--- config.mk ---
export PLATFORM = sky130hd
export DESIGN_NAME = clint_axi_initiator_flat
export DESIGN_NICKNAME = d
export VERILOG_FILES = /design/src/rtl/clint_axi_pkg.sv /design/src/rtl/clint_axi_initiator_if.sv /design/src/rtl/clint_axi_initiator.sv /design/src/flat_wrapper.sv
export SDC_FILE = /design/constraint.sdc
export NUM_CORES = 1
export LEC_CHECK = 0
export ABC_CLOCK_PERIOD_IN_PS = 1400
export CAP_MARGIN = 20
export CORE_AREA = 2 2 223 225
export DETAILED_ROUTE_END_ITERATION = 8
export DIE_AREA = 0 0 225 227
export PLACE_DENSITY = 0.45
export SLEW_MARGIN = 0
export SYNTH_ARGS = -nofsm -noshare
export SYNTH_HDL_FRONTEND = slang
export SYNTH_SLANG_ARGS = --single-unit
--- constraint.sdc ---
create_clock -name clk_i -period 1.4 [get_ports clk_i]
set_input_delay 0.28 -clock clk_i [delete_from_list [all_inputs] [get_ports clk_i]]
set_output_delay 0.28 -clock clk_i [all_outputs]
set_load 0.05 [all_outputs]
--- src/rtl/clint_axi_pkg.sv ---
// Shared constants for the CLINT AXI initiator:
// FSM encodings, AXI field values and CLINT register offsets.
package clint_axi_pkg;

  localparam logic [2:0] ST_IDLE = 3'd0;
  localparam logic [2:0] ST_WR   = 3'd1;
  localparam logic [2:0] ST_B    = 3'd2;
  localparam logic [2:0] ST_AR   = 3'd3;
  localparam logic [2:0] ST_R    = 3'd4;
  localparam logic [2:0] ST_RESP = 3'd5;

  localparam logic [1:0] RESP_OKAY   = 2'b00;
  localparam logic [1:0] RESP_SLVERR = 2'b10;
  localparam logic [1:0] BURST_INCR  = 2'b01;
  localparam logic [3:0] CACHE_MOD   = 4'b0010;

  localparam logic [63:0] MSIP_OFF     = 64'h0;
  localparam logic [63:0] MTIMECMP_OFF = 64'h4000;
  localparam logic [63:0] MTIME_OFF    = 64'hBFF8;

endpackage

--- src/rtl/clint_axi_initiator_if.sv ---
// AXI4 bus between the CLINT initiator (master)
// and the CLINT register slave.
interface clint_axi_initiator_if #(
  parameter int ADDR_WIDTH = 64,
  parameter int DATA_WIDTH = 64,
  parameter int ID_WIDTH   = 4,
  parameter int USER_WIDTH = 4
);

  logic [ID_WIDTH-1:0]     awid;
  logic [ADDR_WIDTH-1:0]   awaddr;
  logic [7:0]              awlen;
  logic [2:0]              awsize;
  logic [1:0]              awburst;
  logic                    awlock;
  logic [3:0]              awcache;
  logic [2:0]              awprot;
  logic [3:0]              awqos;
  logic [3:0]              awregion;
  logic [USER_WIDTH-1:0]   awuser;
  logic                    awvalid;
  logic                    awready;

  logic [DATA_WIDTH-1:0]   wdata;
  logic [DATA_WIDTH/8-1:0] wstrb;
  logic                    wlast;
  logic [USER_WIDTH-1:0]   wuser;
  logic                    wvalid;
  logic                    wready;

  logic [ID_WIDTH-1:0]     bid;
  logic [1:0]              bresp;
  logic [USER_WIDTH-1:0]   buser;
  logic                    bvalid;
  logic                    bready;

  logic [ID_WIDTH-1:0]     arid;
  logic [ADDR_WIDTH-1:0]   araddr;
  logic [7:0]              arlen;
  logic [2:0]              arsize;
  logic [1:0]              arburst;
  logic                    arlock;
  logic [3:0]              arcache;
  logic [2:0]              arprot;
  logic [3:0]              arqos;
  logic [3:0]              arregion;
  logic [USER_WIDTH-1:0]   aruser;
  logic                    arvalid;
  logic                    arready;

  logic [ID_WIDTH-1:0]     rid;
  logic [DATA_WIDTH-1:0]   rdata;
  logic [1:0]              rresp;
  logic                    rlast;
  logic [USER_WIDTH-1:0]   ruser;
  logic                    rvalid;
  logic                    rready;

  modport master (
    output awid, awaddr, awlen, awsize, awburst,
    output awlock, awcache, awprot, awqos,
    output awregion, awuser, awvalid,
    input  awready,
    output wdata, wstrb, wlast, wuser, wvalid,
    input  wready,
    input  bid, bresp, buser, bvalid,
    output bready,
    output arid, araddr, arlen, arsize, arburst,
    output arlock, arcache, arprot, arqos,
    output arregion, aruser, arvalid,
    input  arready,
    input  rid, rdata, rresp, rlast, ruser, rvalid,
    output rready
  );

  modport slave (
    input  awid, awaddr, awlen, awsize, awburst,
    input  awlock, awcache, awprot, awqos,
    input  awregion, awuser, awvalid,
    output awready,
    input  wdata, wstrb, wlast, wuser, wvalid,
    output wready,
    output bid, bresp, buser, bvalid,
    input  bready,
    input  arid, araddr, arlen, arsize, arburst,
    input  arlock, arcache, arprot, arqos,
    input  arregion, aruser, arvalid,
    output arready,
    output rid, rdata, rresp, rlast, ruser, rvalid,
    input  rready
  );

endinterface

--- src/rtl/clint_axi_initiator.sv ---
// Single-outstanding AXI4 master turning a register
// request into one single-beat CLINT read or write.
module clint_axi_initiator
  import clint_axi_pkg::*;
#(
  parameter int ADDR_WIDTH = 64,
  parameter int DATA_WIDTH = 64,
  parameter int ID_WIDTH   = 4,
  parameter int USER_WIDTH = 4,
  parameter logic [ID_WIDTH-1:0] AXI_ID = '0
) (
  input  logic                    clk_i,
  input  logic                    rst_i,
  input  logic                    req_valid_i,
  output logic                    req_ready_o,
  input  logic                    req_we_i,
  input  logic [ADDR_WIDTH-1:0]   req_addr_i,
  input  logic [DATA_WIDTH-1:0]   req_wdata_i,
  input  logic [DATA_WIDTH/8-1:0] req_be_i,
  output logic                    rsp_valid_o,
  input  logic                    rsp_ready_i,
  output logic [DATA_WIDTH-1:0]   rsp_rdata_o,
  output logic                    rsp_err_o,
  clint_axi_initiator_if.master   axi
);

  localparam logic [2:0] SIZE =
    3'($clog2(DATA_WIDTH/8));

  logic [2:0]              state;
  logic [ADDR_WIDTH-1:0]   addr;
  logic [DATA_WIDTH-1:0]   wdata;
  logic [DATA_WIDTH/8-1:0] strb;
  logic aw_valid, w_valid, ar_valid;
  logic b_ready, r_ready;
  logic aw_fin, w_fin;
  logic unused_user;

  assign axi.awid     = AXI_ID;
  assign axi.awaddr   = addr;
  assign axi.awlen    = 8'd0;
  assign axi.awsize   = SIZE;
  assign axi.awburst  = BURST_INCR;
  assign axi.awlock   = 1'b0;
  assign axi.awcache  = CACHE_MOD;
  assign axi.awprot   = 3'd0;
  assign axi.awqos    = 4'd0;
  assign axi.awregion = 4'd0;
  assign axi.awuser   = '0;
  assign axi.awvalid  = aw_valid;

  assign axi.wdata  = wdata;
  assign axi.wstrb  = strb;
  assign axi.wlast  = 1'b1;
  assign axi.wuser  = '0;
  assign axi.wvalid = w_valid;
  assign axi.bready = b_ready;

  assign axi.arid     = AXI_ID;
  assign axi.araddr   = addr;
  assign axi.arlen    = 8'd0;
  assign axi.arsize   = SIZE;
  assign axi.arburst  = BURST_INCR;
  assign axi.arlock   = 1'b0;
  assign axi.arcache  = CACHE_MOD;
  assign axi.arprot   = 3'd0;
  assign axi.arqos    = 4'd0;
  assign axi.arregion = 4'd0;
  assign axi.aruser   = '0;
  assign axi.arvalid  = ar_valid;
  assign axi.rready   = r_ready;

  assign unused_user = ^{axi.buser, axi.ruser};

  // a channel is finished once its valid has dropped
  // or it handshakes in the current cycle
  assign aw_fin = !aw_valid || axi.awready;
  assign w_fin  = !w_valid  || axi.wready;

  always_ff @(posedge clk_i) begin
    if (rst_i) begin
      state       <= ST_IDLE;
      req_ready_o <= 1'b1;
      rsp_valid_o <= 1'b0;
      rsp_rdata_o <= '0;
      rsp_err_o   <= 1'b0;
      addr        <= '0;
      wdata       <= '0;
      strb        <= '0;
      aw_valid    <= 1'b0;
      w_valid     <= 1'b0;
      ar_valid    <= 1'b0;
      b_ready     <= 1'b0;
      r_ready     <= 1'b0;
    end else begin
      case (state)
        ST_IDLE: begin
          if (req_valid_i) begin
            req_ready_o <= 1'b0;
            addr        <= req_addr_i;
            wdata       <= req_wdata_i;
            strb        <= req_be_i;
            if (req_we_i) begin
              aw_valid <= 1'b1;
              w_valid  <= 1'b1;
              state    <= ST_WR;
            end else begin
              ar_valid <= 1'b1;
              state    <= ST_AR;
            end
          end
        end
        ST_WR: begin
          if (axi.awready) aw_valid <= 1'b0;
          if (axi.wready)  w_valid  <= 1'b0;
          if (aw_fin && w_fin) begin
            b_ready <= 1'b1;
            state   <= ST_B;
          end
        end
        ST_B: begin
          if (axi.bvalid) begin
            b_ready     <= 1'b0;
            rsp_valid_o <= 1'b1;
            rsp_rdata_o <= '0;
            rsp_err_o   <= (axi.bresp != RESP_OKAY)
                        || (axi.bid != AXI_ID);
            state       <= ST_RESP;
          end
        end
        ST_AR: begin
          if (axi.arready) begin
            ar_valid <= 1'b0;
            r_ready  <= 1'b1;
            state    <= ST_R;
          end
        end
        ST_R: begin
          if (axi.rvalid) begin
            r_ready     <= 1'b0;
            rsp_valid_o <= 1'b1;
            rsp_rdata_o <= axi.rdata;
            rsp_err_o   <= (axi.rresp != RESP_OKAY)
                        || (axi.rid != AXI_ID)
                        || !axi.rlast;
            state       <= ST_RESP;
          end
        end
        ST_RESP: begin
          if (rsp_ready_i) begin
            rsp_valid_o <= 1'b0;
            req_ready_o <= 1'b1;
            state       <= ST_IDLE;
          end
        end
        default: begin
          state       <= ST_IDLE;
          req_ready_o <= 1'b1;
        end
      endcase
    end
  end

endmodule

--- src/flat_wrapper.sv ---
// flat-port wrapper written by rule: the top's interface ports become plain ports
module clint_axi_initiator_flat import clint_axi_pkg::*;
#(
  parameter int ADDR_WIDTH = 64,
  parameter int DATA_WIDTH = 64,
  parameter int ID_WIDTH   = 4,
  parameter int USER_WIDTH = 4,
  parameter logic [ID_WIDTH-1:0] AXI_ID = '0
)
  (clk_i, rst_i, req_valid_i, req_ready_o, req_we_i, req_addr_i, req_wdata_i, req_be_i, rsp_valid_o, rsp_ready_i, rsp_rdata_o, rsp_err_o, axi_awid, axi_awaddr, axi_awlen, axi_awsize, axi_awburst, axi_awlock, axi_awcache, axi_awprot, axi_awqos, axi_awregion, axi_awuser, axi_awvalid, axi_awready, axi_wdata, axi_wstrb, axi_wlast, axi_wuser, axi_wvalid, axi_wready, axi_bid, axi_bresp, axi_buser, axi_bvalid, axi_bready, axi_arid, axi_araddr, axi_arlen, axi_arsize, axi_arburst, axi_arlock, axi_arcache, axi_arprot, axi_arqos, axi_arregion, axi_aruser, axi_arvalid, axi_arready, axi_rid, axi_rdata, axi_rresp, axi_rlast, axi_ruser, axi_rvalid, axi_rready);
  clint_axi_initiator_if #(.ADDR_WIDTH(ADDR_WIDTH), .DATA_WIDTH(DATA_WIDTH), .ID_WIDTH(ID_WIDTH), .USER_WIDTH(USER_WIDTH)) axi_i ();
  input  logic clk_i;
  input  logic rst_i;
  input  logic req_valid_i;
  output logic req_ready_o;
  input  logic req_we_i;
  input  logic [ADDR_WIDTH-1:0] req_addr_i;
  input  logic [DATA_WIDTH-1:0] req_wdata_i;
  input  logic [DATA_WIDTH/8-1:0] req_be_i;
  output logic rsp_valid_o;
  input  logic rsp_ready_i;
  output logic [DATA_WIDTH-1:0] rsp_rdata_o;
  output logic rsp_err_o;
  output wire logic [$bits(axi_i.awid)-1:0] axi_awid;
  output wire logic [$bits(axi_i.awaddr)-1:0] axi_awaddr;
  output wire logic [$bits(axi_i.awlen)-1:0] axi_awlen;
  output wire logic [$bits(axi_i.awsize)-1:0] axi_awsize;
  output wire logic [$bits(axi_i.awburst)-1:0] axi_awburst;
  output wire logic [$bits(axi_i.awlock)-1:0] axi_awlock;
  output wire logic [$bits(axi_i.awcache)-1:0] axi_awcache;
  output wire logic [$bits(axi_i.awprot)-1:0] axi_awprot;
  output wire logic [$bits(axi_i.awqos)-1:0] axi_awqos;
  output wire logic [$bits(axi_i.awregion)-1:0] axi_awregion;
  output wire logic [$bits(axi_i.awuser)-1:0] axi_awuser;
  output wire logic [$bits(axi_i.awvalid)-1:0] axi_awvalid;
  input wire logic [$bits(axi_i.awready)-1:0] axi_awready;
  output wire logic [$bits(axi_i.wdata)-1:0] axi_wdata;
  output wire logic [$bits(axi_i.wstrb)-1:0] axi_wstrb;
  output wire logic [$bits(axi_i.wlast)-1:0] axi_wlast;
  output wire logic [$bits(axi_i.wuser)-1:0] axi_wuser;
  output wire logic [$bits(axi_i.wvalid)-1:0] axi_wvalid;
  input wire logic [$bits(axi_i.wready)-1:0] axi_wready;
  input wire logic [$bits(axi_i.bid)-1:0] axi_bid;
  input wire logic [$bits(axi_i.bresp)-1:0] axi_bresp;
  input wire logic [$bits(axi_i.buser)-1:0] axi_buser;
  input wire logic [$bits(axi_i.bvalid)-1:0] axi_bvalid;
  output wire logic [$bits(axi_i.bready)-1:0] axi_bready;
  output wire logic [$bits(axi_i.arid)-1:0] axi_arid;
  output wire logic [$bits(axi_i.araddr)-1:0] axi_araddr;
  output wire logic [$bits(axi_i.arlen)-1:0] axi_arlen;
  output wire logic [$bits(axi_i.arsize)-1:0] axi_arsize;
  output wire logic [$bits(axi_i.arburst)-1:0] axi_arburst;
  output wire logic [$bits(axi_i.arlock)-1:0] axi_arlock;
  output wire logic [$bits(axi_i.arcache)-1:0] axi_arcache;
  output wire logic [$bits(axi_i.arprot)-1:0] axi_arprot;
  output wire logic [$bits(axi_i.arqos)-1:0] axi_arqos;
  output wire logic [$bits(axi_i.arregion)-1:0] axi_arregion;
  output wire logic [$bits(axi_i.aruser)-1:0] axi_aruser;
  output wire logic [$bits(axi_i.arvalid)-1:0] axi_arvalid;
  input wire logic [$bits(axi_i.arready)-1:0] axi_arready;
  input wire logic [$bits(axi_i.rid)-1:0] axi_rid;
  input wire logic [$bits(axi_i.rdata)-1:0] axi_rdata;
  input wire logic [$bits(axi_i.rresp)-1:0] axi_rresp;
  input wire logic [$bits(axi_i.rlast)-1:0] axi_rlast;
  input wire logic [$bits(axi_i.ruser)-1:0] axi_ruser;
  input wire logic [$bits(axi_i.rvalid)-1:0] axi_rvalid;
  output wire logic [$bits(axi_i.rready)-1:0] axi_rready;
  assign axi_awid = axi_i.awid;
  assign axi_awaddr = axi_i.awaddr;
  assign axi_awlen = axi_i.awlen;
  assign axi_awsize = axi_i.awsize;
  assign axi_awburst = axi_i.awburst;
  assign axi_awlock = axi_i.awlock;
  assign axi_awcache = axi_i.awcache;
  assign axi_awprot = axi_i.awprot;
  assign axi_awqos = axi_i.awqos;
  assign axi_awregion = axi_i.awregion;
  assign axi_awuser = axi_i.awuser;
  assign axi_awvalid = axi_i.awvalid;
  assign axi_i.awready = axi_awready;
  assign axi_wdata = axi_i.wdata;
  assign axi_wstrb = axi_i.wstrb;
  assign axi_wlast = axi_i.wlast;
  assign axi_wuser = axi_i.wuser;
  assign axi_wvalid = axi_i.wvalid;
  assign axi_i.wready = axi_wready;
  assign axi_i.bid = axi_bid;
  assign axi_i.bresp = axi_bresp;
  assign axi_i.buser = axi_buser;
  assign axi_i.bvalid = axi_bvalid;
  assign axi_bready = axi_i.bready;
  assign axi_arid = axi_i.arid;
  assign axi_araddr = axi_i.araddr;
  assign axi_arlen = axi_i.arlen;
  assign axi_arsize = axi_i.arsize;
  assign axi_arburst = axi_i.arburst;
  assign axi_arlock = axi_i.arlock;
  assign axi_arcache = axi_i.arcache;
  assign axi_arprot = axi_i.arprot;
  assign axi_arqos = axi_i.arqos;
  assign axi_arregion = axi_i.arregion;
  assign axi_aruser = axi_i.aruser;
  assign axi_arvalid = axi_i.arvalid;
  assign axi_i.arready = axi_arready;
  assign axi_i.rid = axi_rid;
  assign axi_i.rdata = axi_rdata;
  assign axi_i.rresp = axi_rresp;
  assign axi_i.rlast = axi_rlast;
  assign axi_i.ruser = axi_ruser;
  assign axi_i.rvalid = axi_rvalid;
  assign axi_rready = axi_i.rready;
  clint_axi_initiator #(.ADDR_WIDTH(ADDR_WIDTH), .DATA_WIDTH(DATA_WIDTH), .ID_WIDTH(ID_WIDTH), .USER_WIDTH(USER_WIDTH), .AXI_ID(AXI_ID)) u_core (.clk_i(clk_i), .rst_i(rst_i), .req_valid_i(req_valid_i), .req_ready_o(req_ready_o), .req_we_i(req_we_i), .req_addr_i(req_addr_i), .req_wdata_i(req_wdata_i), .req_be_i(req_be_i), .rsp_valid_o(rsp_valid_o), .rsp_ready_i(rsp_ready_i), .rsp_rdata_o(rsp_rdata_o), .rsp_err_o(rsp_err_o), .axi(axi_i));
endmodule
==> impl_metrics.json, run 1 <==
{
  "mostFrequentLayoutCell": "buf_12",
  "p_sw_share_pct": 38.70,
  "min_to": "u_core.axi.araddr[55]$_SDFFE_PP0P_",
  "postRouteAntennaNets": 0,
  "power.share.combinational_pct": 47.4,
  "clk_pin_slew_worst_paths_ns": 0.06,
  "synth_cell_types": 35,
  "p_sw_uw": 10650,
  "place_area_um2": 16420,
  "start_util_pct": 17.60,
  "regToRegStartpoint": "u_core.state[2]$_SDFFE_PP0P_",
  "dp_hpwl_um": 26370,
  "die-height_um": 227,
  "synth_top_family_by_area": "buffers and inverters",
  "synth_area_um2": 8546,
  "first_global_vias": 8314,
  "grt-ovfl-total": 0,
  "ys_seq_area_share_pct": 49.43,
  "maxCapViolations": 0,
  "wire_per_inst_um": 16.69,
  "cts_root_buffer": "clkbuf_16",
  "power_leakage_uw": 0.006955,
  "p_clk_share_pct": 23.6,
  "reg2reg_to": "u_core.axi.wdata[49]$_SDFFE_PP0P_",
  "final_nets": 1726,
  "rsz0062_at_grt": "yes",
  "r2r_cells": 4,
  "start_kind": "flip-flop",
  "yosys_register_bits": 211,
  "max_freq_mhz": 652.9,
  "drive_above_1_share_pct": 35.36,
  "top_level_ports": 582,
  "period_share_pct": 109.4,
  "cp.required_ns": 1.83,
  "portBuffers": 494,
  "layout_common_cells": "buf_12, nand2_1, clkdlybuf4s50_1",
  "viasPerCell": 3.907,
  "place_congestion": 0.7545,
  "synth_top_area_share_pct": 49.43,
  "grt_max_degree": 81,
  "vias": 8329,
  "multi_input_area_um2": 3311,
  "min_from": "req_addr_i[55]",
  "synth-compound-area-share_pct": 15.55,
  "clockBufferDepth": 3,
  "avgSynthCellArea_um2": 8.362,
  "hold_viol": 0,
  "design_area_um2": 18160,
  "clock_sinks": 211,
  "fin_ws_ns": -0.1315,
  "crit_fanout": 80,
  "arrival_ns": 1.96,
  "synthAdderAreaFrac_pct": 0,
  "yosys.area_share.simple_pct": 16.85,
  "antenna_cells": 0,
  "final_util_pct": 37.41,
  "floorplan.die.width_um": 225,
  "synth_mux_area_share_pct": 0.1171,
  "seq_power_share_pct": 29.0,
  "crit_path_end_kind": "flip-flop",
  "violations": "setup timing",
  "ir_drop_mv": 0.9003,
  "antenna_found_initial": 1,
  "hold_path_class": "in -> reg",
  "htreeDepth": 1,
  "wl_um": 35590,
  "drv_slew": 0,
  "status": "complete, but fails checks",
  "synth_xor_area_share_pct": 0,
  "r2r_slack_ns": -0.13,
  "ys_warn_count": 0,
  "rows": 81,
  "cts_buffers": 26,
  "clk_latency_ns": 0.54,
  "clock_skew_ns": 0.007625,
  "synth.area.top_cells": "dfxtp_1, buf_4, nand2_1",
  "grt_usage_pct": 12.87,
  "synth_top_area_cell": "dfxtp_1",
  "dr.pass1.iters": 5,
  "syn_inst": 1022,
  "hold-path-cell-count": 3,
  "first_iter_violations": 294,
  "p_per_area_nw_per_um2": 1514,
  "p_int_uw": 16860,
  "seq_area_um2": 4471,
  "fillCellCount": 4795,
  "drc": 0,
  "fin_crit_ns": 1.532,
  "grt_pass1_wl_um": 50810,
  "coreArea_um2": 48550,
  "syn_to_final_growth_pct": 112.5,
  "crit_type": "reg -> reg",
  "cts_tree": "yes",
  "setup_viol": 189,
  "dieArea_um2": 51080
}
-- flip-flops by register name, indices dropped and copies added (netlist names), 3 cells and up --
name	flops
u_core.axi.araddr	64
u_core.axi.wdata	64
u_core.axi.wstrb	8
u_core.rsp_rdata_o	64
u_core.state	3
-- cells by family (layout without fill, tap and decap cells) --
group                  after synthesis  after routing
AO/OA/AOI/OAI                      225            225
buffers and inverters              218            629
flip-flops                         211            211
multiplexers                         1              1
other                                2             79
AND/OR/NAND/NOR                    365            365
-- power groups by stage --
stage | combinational (uW) | clock [uW] | sequential (uW)
after floorplan | 4360 | 0 | 9880
after global placement | 12100 | 0 | 7970
after detailed placement | 12200 | 0 | 8000
after CTS | 12900 | 6790 | 8000
after global routing | 13700 | 7000 | 8090
final | 13000 | 6500 | 7980
-- worst max path at each step --
stage / startpoint / endpoint / slack, ns / cells past startpoint
CTS: u_core.state[2]$_SDFFE_PP0P_ / u_core.rsp_rdata_o[2]$_SDFFE_PP0P_ / -0.09 / 7
global route: u_core.state[2]$_SDFFE_PP0P_ / u_core.axi.wdata[49]$_SDFFE_PP0P_ / -0.17 / 4
detailed placement: req_valid_i / u_core.axi.wdata[49]$_SDFFE_PP0P_ / -0.54 / 5
global placement: req_valid_i / u_core.axi.wdata[40]$_SDFFE_PP0P_ / -0.52 / 5
finish: u_core.state[2]$_SDFFE_PP0P_ / u_core.axi.wdata[49]$_SDFFE_PP0P_ / -0.13 / 4
floorplan: u_core.state[1]$_SDFFE_PP0P_ / u_core.axi.wdata[10]$_SDFFE_PP0P_ / -0.009 / 5
-- worst max-delay path: stages, from the launching register on --
cell     delay (ns)
dfxtp_4        0.37
or4b_4         0.53
buf_12         0.21
nand2_1        0.15
a21oi_1        0.07
-- final cells by class --
class	count	share of cell area [%]
clock inverter	9	0.4065
tap	622	4.285
sequential	211	24.62
clock buffer	34	4.030
timing repair buffer	581	48.33
inverter	5	0.1033
multi-input combinational	670	18.23
-- stage by stage --
stage          instances  setup slack [ns]  hold slack, ns  TNS [ns]  power [uW]
6_report            2132           -0.1315          0.2749    -10.29       27500
2_1_floorplan       1099         -0.008522          0.3766   -0.6759       14240
5_1_grt             2132           -0.1725          0.2562    -22.07       28760
3_5_place_dp        2067           -0.5415          0.4734    -93.03       20160
4_1_cts             2124          -0.09099          0.2271    -9.124       27660
3_3_place_gp        2067           -0.5233          0.4695    -87.91       20100
-- layer usage --
| metal | GRT usage [%] | vias to the layer above | wire length [um] |
|---|---|---|---|
| li1 | - | 4093 | - |
| met1 | 14.33 | 3876 | 13430 |
| met2 | 23.49 | 325 | 18360 |
| met3 | 4.814 | 33 | 3220 |
| met4 | 2.393 | 2 | 560 |
| met5 | 0 | - | 11 |
-- cells in the mapped netlist --
master	instances
nand2_1	277
dfxtp_1	211
a21oi_1	147
buf_4	144
nor2_1	69
a22oi_1	66
clkbuf_1	28
buf_2	21
buf_6	20
inv_1	5
nand3b_1	3
nor3_1	3
a211oi_1	2
conb_1	2
nor2b_1	2
nor3b_1	2
o211ai_1	2
a21o_1	1
a311o_1	1
a31o_2	1
a41o_1	1
and2_1	1
and3_1	1
mux2i_1	1
nand2b_1	1
nand4b_1	1
nor3b_2	1
nor4_1	1
nor4b_1	1
o211a_1	1
o21ai_0	1
o21bai_1	1
o41ai_1	1
or4_1	1
or4b_4	1
-- repair_timing --
action,CTS,global route
resized for setup,173,48
endpoints found under the hold margin,1,0
pin swaps,11,26
setup buffers,7,6
endpoints found under the setup margin,372,318
cloned,6,4
hold buffers,1,0
No activity file was read; power rests on OpenSTA's default activity.
==> run 2: changes to the inputs <==
Settings changed: CAP_MARGIN 20 to unset.
==> results of run 2 <==
No change in the layout: final DEF, timing and power equal those of run 1.
